[config.mk]
export PLATFORM = sky130hd
export DESIGN_NAME = uart_rx
export DESIGN_NICKNAME = d
export VERILOG_FILES = /design/src/rtl/uart_rx_pkg.sv /design/src/rtl/uart_baud_tick.sv /design/src/rtl/uart_rx.sv
export SDC_FILE = /design/constraint.sdc
export NUM_CORES = 1
export LEC_CHECK = 0
export ABC_AREA = 1
export CAP_MARGIN = 20
export CORE_MARGIN = 4
export CORE_UTILIZATION = 55
export DETAILED_ROUTE_END_ITERATION = 10
export PLACE_DENSITY = 0.77
export SLEW_MARGIN = 20
export SYNTH_ARGS = -nofsm -noshare
export SYNTH_HDL_FRONTEND = slang
export SYNTH_HIERARCHICAL = 1
export SYNTH_SLANG_ARGS = --single-unit
[constraint.sdc]
create_clock -name clk -period 2.23 [get_ports clk]
set_input_delay 0.3345 -clock clk [delete_from_list [all_inputs] [get_ports clk]]
set_output_delay 0.3345 -clock clk [all_outputs]
set_load 0.1 [all_outputs]
[src/rtl/uart_rx_pkg.sv]
// uart_rx_pkg: 8N1 frame constants and receiver state encoding shared with uart_tx
// Ports: none (package)
package uart_rx_pkg;
    localparam logic START_BIT = 1'b0;
    localparam logic STOP_BIT  = 1'b1;
    localparam int   DATA_BITS = 8;
    typedef enum logic [2:0] {
        RX_IDLE,
        RX_START,
        RX_DATA,
        RX_STOP,
        RX_WAIT_IDLE
    } rx_state_t;
endpackage

[src/rtl/uart_baud_tick.sv]
// uart_baud_tick: free-running prescaler emitting a one-clk tick every DIV clocks
// Ports: clk, rst (sync, active high), clr (restart phase), tick (one-clk pulse at wrap)
module uart_baud_tick #(
    parameter int DIV = 10
) (
    input  logic clk,
    input  logic rst,
    input  logic clr,
    output logic tick
);
    localparam int W = DIV > 1 ? $clog2(DIV) : 1;
    localparam logic [W-1:0] LAST = W'(DIV - 1);
    logic [W-1:0] cnt;
    assign tick = cnt == LAST;
    always_ff @(posedge clk)
        cnt <= (rst || clr || tick) ? '0 : cnt + 1'b1;
endmodule

[src/rtl/uart_rx.sv]
// uart_rx: 8N1 UART receiver with oversampled mid-bit sampling
// Ports: clk, rst (sync, active high), rx (async serial line, idles high),
//        data (last good byte, LSB first on the wire), valid / frame_err (one-clk strobes),
//        busy (receiver not idle)
module uart_rx
    import uart_rx_pkg::*;
#(
    parameter int BAUD       = 9600,
    parameter int F          = 50000000,
    parameter int OVERSAMPLE = 16
) (
    input  logic                 clk,
    input  logic                 rst,
    input  logic                 rx,
    output logic [DATA_BITS-1:0] data,
    output logic                 valid,
    output logic                 frame_err,
    output logic                 busy
);
    localparam int TICK_DIV = F / (BAUD * OVERSAMPLE);
    localparam int SW = $clog2(OVERSAMPLE);
    localparam logic [SW-1:0] S_MID = SW'(OVERSAMPLE / 2 - 1);
    localparam logic [SW-1:0] S_END = SW'(OVERSAMPLE - 1);
    localparam logic [2:0]    B_LAST = 3'(DATA_BITS - 1);

    rx_state_t state, state_n;
    logic rx_meta, rx_s, tick, clr, valid_n, ferr_n;
    logic [SW-1:0] scnt, scnt_n;
    logic [2:0] bcnt, bcnt_n;
    logic [DATA_BITS-1:0] shreg, shreg_n, data_n;

    // Clearing the prescaler on the start edge puts every later sample
    // at a fixed offset from the falling edge of the start bit.
    uart_baud_tick #(.DIV(TICK_DIV)) u_tick (
        .clk (clk),
        .rst (rst),
        .clr (clr),
        .tick(tick)
    );

    assign busy = state != RX_IDLE;

    always_comb begin
        state_n = state;
        scnt_n  = tick ? scnt + 1'b1 : scnt;
        bcnt_n  = bcnt;
        shreg_n = shreg;
        data_n  = data;
        valid_n = 1'b0;
        ferr_n  = 1'b0;
        clr     = 1'b0;
        case (state)
            RX_IDLE: if (rx_s == START_BIT) begin
                state_n = RX_START;
                scnt_n  = '0;
                clr     = 1'b1;
            end
            // Half a bit after the edge: a line back high means a glitch, not a start bit.
            RX_START: if (tick && scnt == S_MID) begin
                state_n = rx_s == START_BIT ? RX_DATA : RX_IDLE;
                scnt_n  = '0;
                bcnt_n  = '0;
            end
            RX_DATA: if (tick && scnt == S_END) begin
                shreg_n = {rx_s, shreg[DATA_BITS-1:1]};
                scnt_n  = '0;
                bcnt_n  = bcnt + 1'b1;
                state_n = bcnt == B_LAST ? RX_STOP : RX_DATA;
            end
            // Leaving at mid stop bit keeps half a bit of margin for a back-to-back start edge.
            RX_STOP: if (tick && scnt == S_END) begin
                scnt_n  = '0;
                valid_n = rx_s == STOP_BIT;
                ferr_n  = rx_s != STOP_BIT;
                data_n  = rx_s == STOP_BIT ? shreg : data;
                state_n = rx_s == STOP_BIT ? RX_IDLE : RX_WAIT_IDLE;
            end
            // A held-low line (break) must not be mistaken for a new start bit.
            RX_WAIT_IDLE: if (rx_s == STOP_BIT) state_n = RX_IDLE;
            default: state_n = RX_IDLE;
        endcase
    end

    always_ff @(posedge clk) begin
        if (rst) begin
            rx_meta   <= 1'b1;
            rx_s      <= 1'b1;
            state     <= RX_IDLE;
            scnt      <= '0;
            bcnt      <= '0;
            shreg     <= '0;
            data      <= '0;
            valid     <= 1'b0;
            frame_err <= 1'b0;
        end else begin
            rx_meta   <= rx;
            rx_s      <= rx_meta;
            state     <= state_n;
            scnt      <= scnt_n;
            bcnt      <= bcnt_n;
            shreg     <= shreg_n;
            data      <= data_n;
            valid     <= valid_n;
            frame_err <= ferr_n;
        end
    end
endmodule

==> flow_metrics.tcl, run 1 <==
set metrics [dict create \
    clk_pin_slew_ns 0.12 \
    syn_nets 245 \
    cp_cell_sequence "inv_1 > ha_1 > nand2_1 > nor2_1 > nand2_1 > inv_1 > nand2_2 > inv_2 > nand3_4 > nor3_4 > inv_2 > nor2_1 > nor2_1" \
    timing.rr.end "data[4]" \
    worstPathRequired_ns 2.48 \
    post_drt_via_cell_ratio 4.76 \
    end_kind "register" \
    clk_latency_ns 0.34 \
    period_needed_ns 1.93 \
    cp_max_fo 9 \
    rrSetupSlack_ns 0.30 \
    multi_input_area_sq_um 845 \
    fin_nets 265 \
    status "finished clean" \
    fillers 248 \
    relSlewSlack 0.692 \
    area_growth_syn_to_layout_pct 14.5 \
    rr_worst_depth 13 \
    seq_area_sq_um 781 \
    numPortBuffers 13 \
    synth_area_leaders "dfxtp_1 (45%), nor2_1 (14%), nand2_1 (8.2%), o21ai_0 (5.2%), inv_1 (4.5%)" \
    grt_max_degree 20 \
    p_int_mw 1.14 \
    path_class "register to register" \
    post-dp-hpwl_um 2310 \
    crit_arrival_ns 2.18 \
    finalSetupTns_ns 0 \
    hold_viol 0 \
    synth_largest_area_cell "dfxtp_1" \
    layout_commonest_cell "nor2_1" \
    gp_congestion 0.850 \
    grt_setup_unrepaired "no" \
    critPathLaunchType "register" \
    syn_inst 237 \
    die_area_sq_mm 0.00412 \
    dr.pass1.iters 6 \
    cts_tree "built" \
    fmax_ghz 0.518 \
    die_h_um 64.2 \
    drv_cap 0 \
    routed_wirelength_um 3050 \
    start_util 0.573 \
    h-tree-depth 2 \
    met3_usage 0.0562 \
    drc 0 \
    power_frac_comb 0.256 \
    leakage_nw 0.898 \
    synthesis.area_sq_mm 0.00174 \
    ir_drop_mv 0.487 \
    p_sw_uw 563 \
    clk_path_buf_depth 2 \
    hp-class "register to register" \
    grt-ovfl-total 0 \
    drtAntennaViolNets 0 \
    fin_crit_sh 0.865 \
    postCtsSetupBuffers 0 \
    drive_above_1_share 0.167 \
    setup_viol 0 \
    hold_end "rx_s" \
    met2_usage 0.268 \
    grt_use_met1 0.228 \
    drt_iter0_markers 60 \
    yosys.area.top_type_share 0.450 \
    power_frac_seq 0.455 \
    cts_inserted_buffers 5 \
    cts_sinks 39 \
    track_usage 0.176 \
    total_power_mw 1.70 \
    synth_edf_count 0 \
    worst_pin_slew_ns 0.462 \
    power.density_mw_per_mm2 858 \
    r2r_start "u_tick/cnt[0]" \
    grt_pass1_vias 1362 \
    timing.final.max_slew_violations 0 \
    yosysSeqAreaShare 0.450 \
    max_stage_delay_ns 0.35 \
    p_sw_frac 0.331 \
    grt_pass1_wl_um 5740 \
    synth-async-reset-ratio 0 \
    cts_hold_buffers 0 \
    die_w_um 64.2 \
    num_rows 20 \
    boundaryPins 14 \
    avgSynthCellArea_sq_um 7.32 \
    grt_antenna_before_repair 0 \
    cts.repair.resized 0 \
    antenna_cells 0 \
    ys.flop_type "dfxtp_1" \
    cts_root_buf "clkbuf_4" \
    core-area_sq_mm 0.00303 \
    crit_top_cell "nor2_1" \
    yosysUniqueCellTypes 27 \
    hold_path_depth 1 \
    hp-start "rx_meta" \
    wl_per_cell_um 10.1 \
    synth-warning-count 6 \
    cp_slowest_cell "dfxtp_1" \
    final_cell_mix "nor2_1 (65), dfxtp_1 (39), nand2_1 (38), inv_1 (21), o21ai_0 (18)" \
    finClkSkew_ns 0.00948 \
    ys_seq_elements 39 \
    vias 1439 \
    grt_most_used_layer "met2" \
    pwr-share-clk 0.289 \
]
## critical path, delay by kind of cell (launching register included)
family        cells  cell delay (ns)
fa+ha+maj         1             0.14
buf+inv           4             0.46
flops             1             0.35
simple gates      8             0.88
## layer usage
layer  vias up  share of wire
li1        779              -
met1       623           0.51
met2        32           0.42
met3         5          0.056
met4         0          0.017
met5         -              0
## through the flow
stage	instance area [sq um]	setup WS, ns	hold slack, ns	utilization	instances
6_report	1990	0.301	0.422	0.656	302
4_1_cts	1990	0.282	0.424	0.656	302
2_1_floorplan	1740	0.537	0.389	-	237
3_5_place_dp	1900	0.297	0.396	0.628	294
5_1_grt	1990	0.0107	0.435	0.656	302
3_3_place_gp	1900	0.346	0.396	0.628	294
## cells by family after synthesis
family,synth area share
simple gates,0.342
flops,0.450
buf+inv,0.0634
compound gates,0.0829
fa+ha+maj,0.0360
xor+xnor,0.0202
mux,0.00577
## final cells by class
class / count / share of cell area
sequential: 39 / 0.393
multi-input combinational: 169 / 0.425
clock inverter: 2 / 0.0176
tap: 44 / 0.0277
inverter: 27 / 0.0516
clock buffer: 6 / 0.0258
timing repair buffer: 15 / 0.0592
## how the worst max path moves through the flow
stage / cells past startpoint / startpoint / end / slack, ns
floorplan: 13 / u_tick/cnt[0] / data[0] / 0.54
global placement: 13 / u_tick/cnt[0] / data[2] / 0.35
detailed placement: 13 / u_tick/cnt[0] / data[4] / 0.30
CTS: 13 / u_tick/cnt[0] / data[7] / 0.28
global route: 13 / u_tick/cnt[0] / data[1] / 0.01
finish: 13 / u_tick/cnt[0] / data[4] / 0.30
## Yosys cell counts (2+ instances only)
cell / n
xnor2_1: 2
inv_1: 21
nand3_1: 10
clkbuf_1: 2
xor2_1: 2
a21oi_1: 6
o211ai_1: 2
nand2_1: 38
o21ai_0: 18
nor2_2: 2
inv_2: 5
nand4_1: 2
dfxtp_1: 39
nor2_1: 65
nand2_2: 5
ha_1: 5
or2_2: 3
## power groups by stage
stage                     clock network (mW)  logic, mW  registers (mW)
after floorplan                            0      0.363           0.781
final                                  0.493      0.436           0.775
after global routing                   0.531      0.488           0.782
after detailed placement                   0      0.435           0.790
after CTS                              0.508      0.437           0.775
after global placement                     0      0.432           0.790
## flip-flops by register name, indices dropped and copies added, names as in the netlist, 3 cells and up
name	count
bcnt	3
data	8
scnt	4
shreg	8
state	3
u_tick/cnt	9
(Power assumes the default switching activity.)
==> run 2, diff against run 1 <==
CORE_ASPECT_RATIO = 1.75   (was unset)
CORE_MARGIN = unset   (was 4)
clock period = 2.31 ns   (was 2.23 ns; I/O delays follow)
==> run 2 against run 1 <==
  * Critical path depth is the same
  * Via count grew 2.7%
  * Cell count shrank 1.3%
  * Largest power group unchanged
==> flow_metrics.tcl, run 2 (same netlist as run 1, synthesis figures left out) <==
set metrics [dict create \
    hp-start "rx_meta" \
    cts_inserted_buffers 5 \
    rrSetupSlack_ns 0.33 \
    status "finished clean" \
    final_cell_mix "nor2_1 (65), dfxtp_1 (39), nand2_1 (38), inv_1 (21), o21ai_0 (18)" \
    grt_antenna_before_repair 0 \
    boundaryPins 14 \
    crit_top_cell "nor2_1" \
    cts_tree "built" \
    path_class "register to register" \
    placed_area_sq_mm 0.00188 \
    die_h_um 76.3 \
    relSlewSlack 0.608 \
    fin_crit_sh 0.859 \
    fin_nets 263 \
    fillers 284 \
    finalSetupTns_ns 0 \
    vias 1478 \
    die_w_um 44.5 \
    grt_pass1_vias 1427 \
    cp.buffers_inverters 4 \
    clk_pin_slew_ns 0.07 \
    power.density_mw_per_mm2 846 \
    stdcell_area_sq_mm 0.00198 \
    reg_top3 "u_tick/cnt: 9 flops, data: 8 flops, shreg: 8 flops" \
    pre_cts_ws_ns 0.316 \
    cp_slowest_cell "dfxtp_1" \
    numPortBuffers 13 \
    grt_pass1_wl_um 6190 \
    post-route-util 0.670 \
    post-dp-hpwl_um 2830 \
    core-area_sq_mm 0.00296 \
    leakage_nw 0.892 \
    cp_cell_sequence "inv_1 > ha_1 > nand2_1 > nor2_1 > nand2_1 > inv_1 > nand2_2 > inv_2 > nand3_4 > nor3_4 > inv_2 > nor2_1 > nor2_1" \
    grt-ovfl-total 0 \
    ir_drop_mv 0.706 \
    antenna_cells 0 \
    hold_viol 0 \
    num_rows 26 \
    power_frac_comb 0.261 \
    layout_commonest_cell "nor2_1" \
    dr.pass1.iters 4 \
    track_usage 0.249 \
    r2r_start "u_tick/cnt[0]" \
    drc 0 \
    drv_cap 0 \
    wl_per_cell_um 12.3 \
    cts_hold_buffers 0 \
    drive_above_1_share 0.156 \
    setup_viol 0 \
    drtAntennaViolNets 0 \
    critPathLaunchType "register" \
    max_stage_delay_ns 0.34 \
    p_int_mw 1.12 \
    clk_path_buf_depth 2 \
    end_kind "register" \
    clk_latency_ns 0.29 \
    drt_iter0_markers 28 \
    start_util 0.586 \
    timing.final.max_slew_violations 0 \
    top_register "u_tick/cnt" \
    gp_congestion 0.806 \
    die_area_sq_mm 0.00339 \
    finClkSkew_ns 0.00701 \
    cts.repair.resized 0 \
    h-tree-depth 2 \
    cts_sinks 39 \
    cp_top_family "simple AND/OR/NAND/NOR gates" \
    cts_root_buf "clkbuf_8" \
    hp-class "register to register" \
    layout_setup_ws_ns 0.326 \
    whs_ns 0.417 \
    grt_max_degree 24 \
    period_needed_ns 1.98 \
    cp-startpoint "u_tick/cnt[0]" \
    cp_max_fo 9 \
    pwr-share-clk 0.294 \
    post_drt_via_cell_ratio 4.96 \
    postCtsSetupBuffers 0 \
    crit_arrival_ns 2.16 \
    power_frac_seq 0.445 \
    worstPathRequired_ns 2.49 \
    largest_reg_flops 9 \
    p_sw_uw 562 \
    worst_pin_slew_ns 0.587 \
    grt_setup_unrepaired "no" \
    area_growth_syn_to_layout_pct 14.3 \
    routed_wirelength_um 3650 \
    p_sw_frac 0.335 \
    fmax_ghz 0.504 \
]
-- run 2: final cells by class --
type,instances,area [sq um],area share
clock buffer,8,100,0.0505
timing repair buffer,13,103,0.0517
sequential,39,781,0.394
inverter,27,103,0.0517
multi-input combinational,169,845,0.426
tap,42,52.6,0.0265
-- run 2: worst register-to-register path: stages, from the launching register on --
cell and delay (ns):
dfxtp_1 0.34, inv_1 0.08, ha_1 0.14, nand2_1 0.04
nor2_1 0.10, nand2_1 0.10, inv_1 0.16, nand2_2 0.10
inv_2 0.09, nand3_4 0.09, nor3_4 0.29, inv_2 0.15
nor2_1 0.14, nor2_1 0.06
-- run 2: power groups by stage --
stage	Clock, mW	Sequential [mW]	Combinational, mW
6_report	0.493	0.747	0.438
5_1_grt	0.532	0.755	0.486
4_1_cts	0.509	0.747	0.439
3_5_place_dp	0	0.762	0.435
3_3_place_gp	0	0.762	0.429
2_1_floorplan	0	0.754	0.350
-- run 2: layer usage --
| layer | share of wire | GRT usage | wire, um |
|---|---|---|---|
| met1 | 0.38 | 0.238 | 1370 |
| met2 | 0.58 | 0.472 | 2120 |
| met5 | 0 | 0 | 0 |
| met3 | 0.026 | 0.0569 | 96 |
| met4 | 0.018 | 0.100 | 67 |
-- run 2: final timing paths --
path | endpoint | depth (start not counted)
max | data[2] | 13
min | rx_s | 1
max reg2reg | data[2] | 13
min reg2reg | rx_s | 1
-- run 2: through the flow --
stage	power, mW	instances
2_1_floorplan	1.10	237
3_3_place_gp	1.19	290
3_5_place_dp	1.20	290
4_1_cts	1.70	298
5_1_grt	1.77	298
6_report	1.68	298
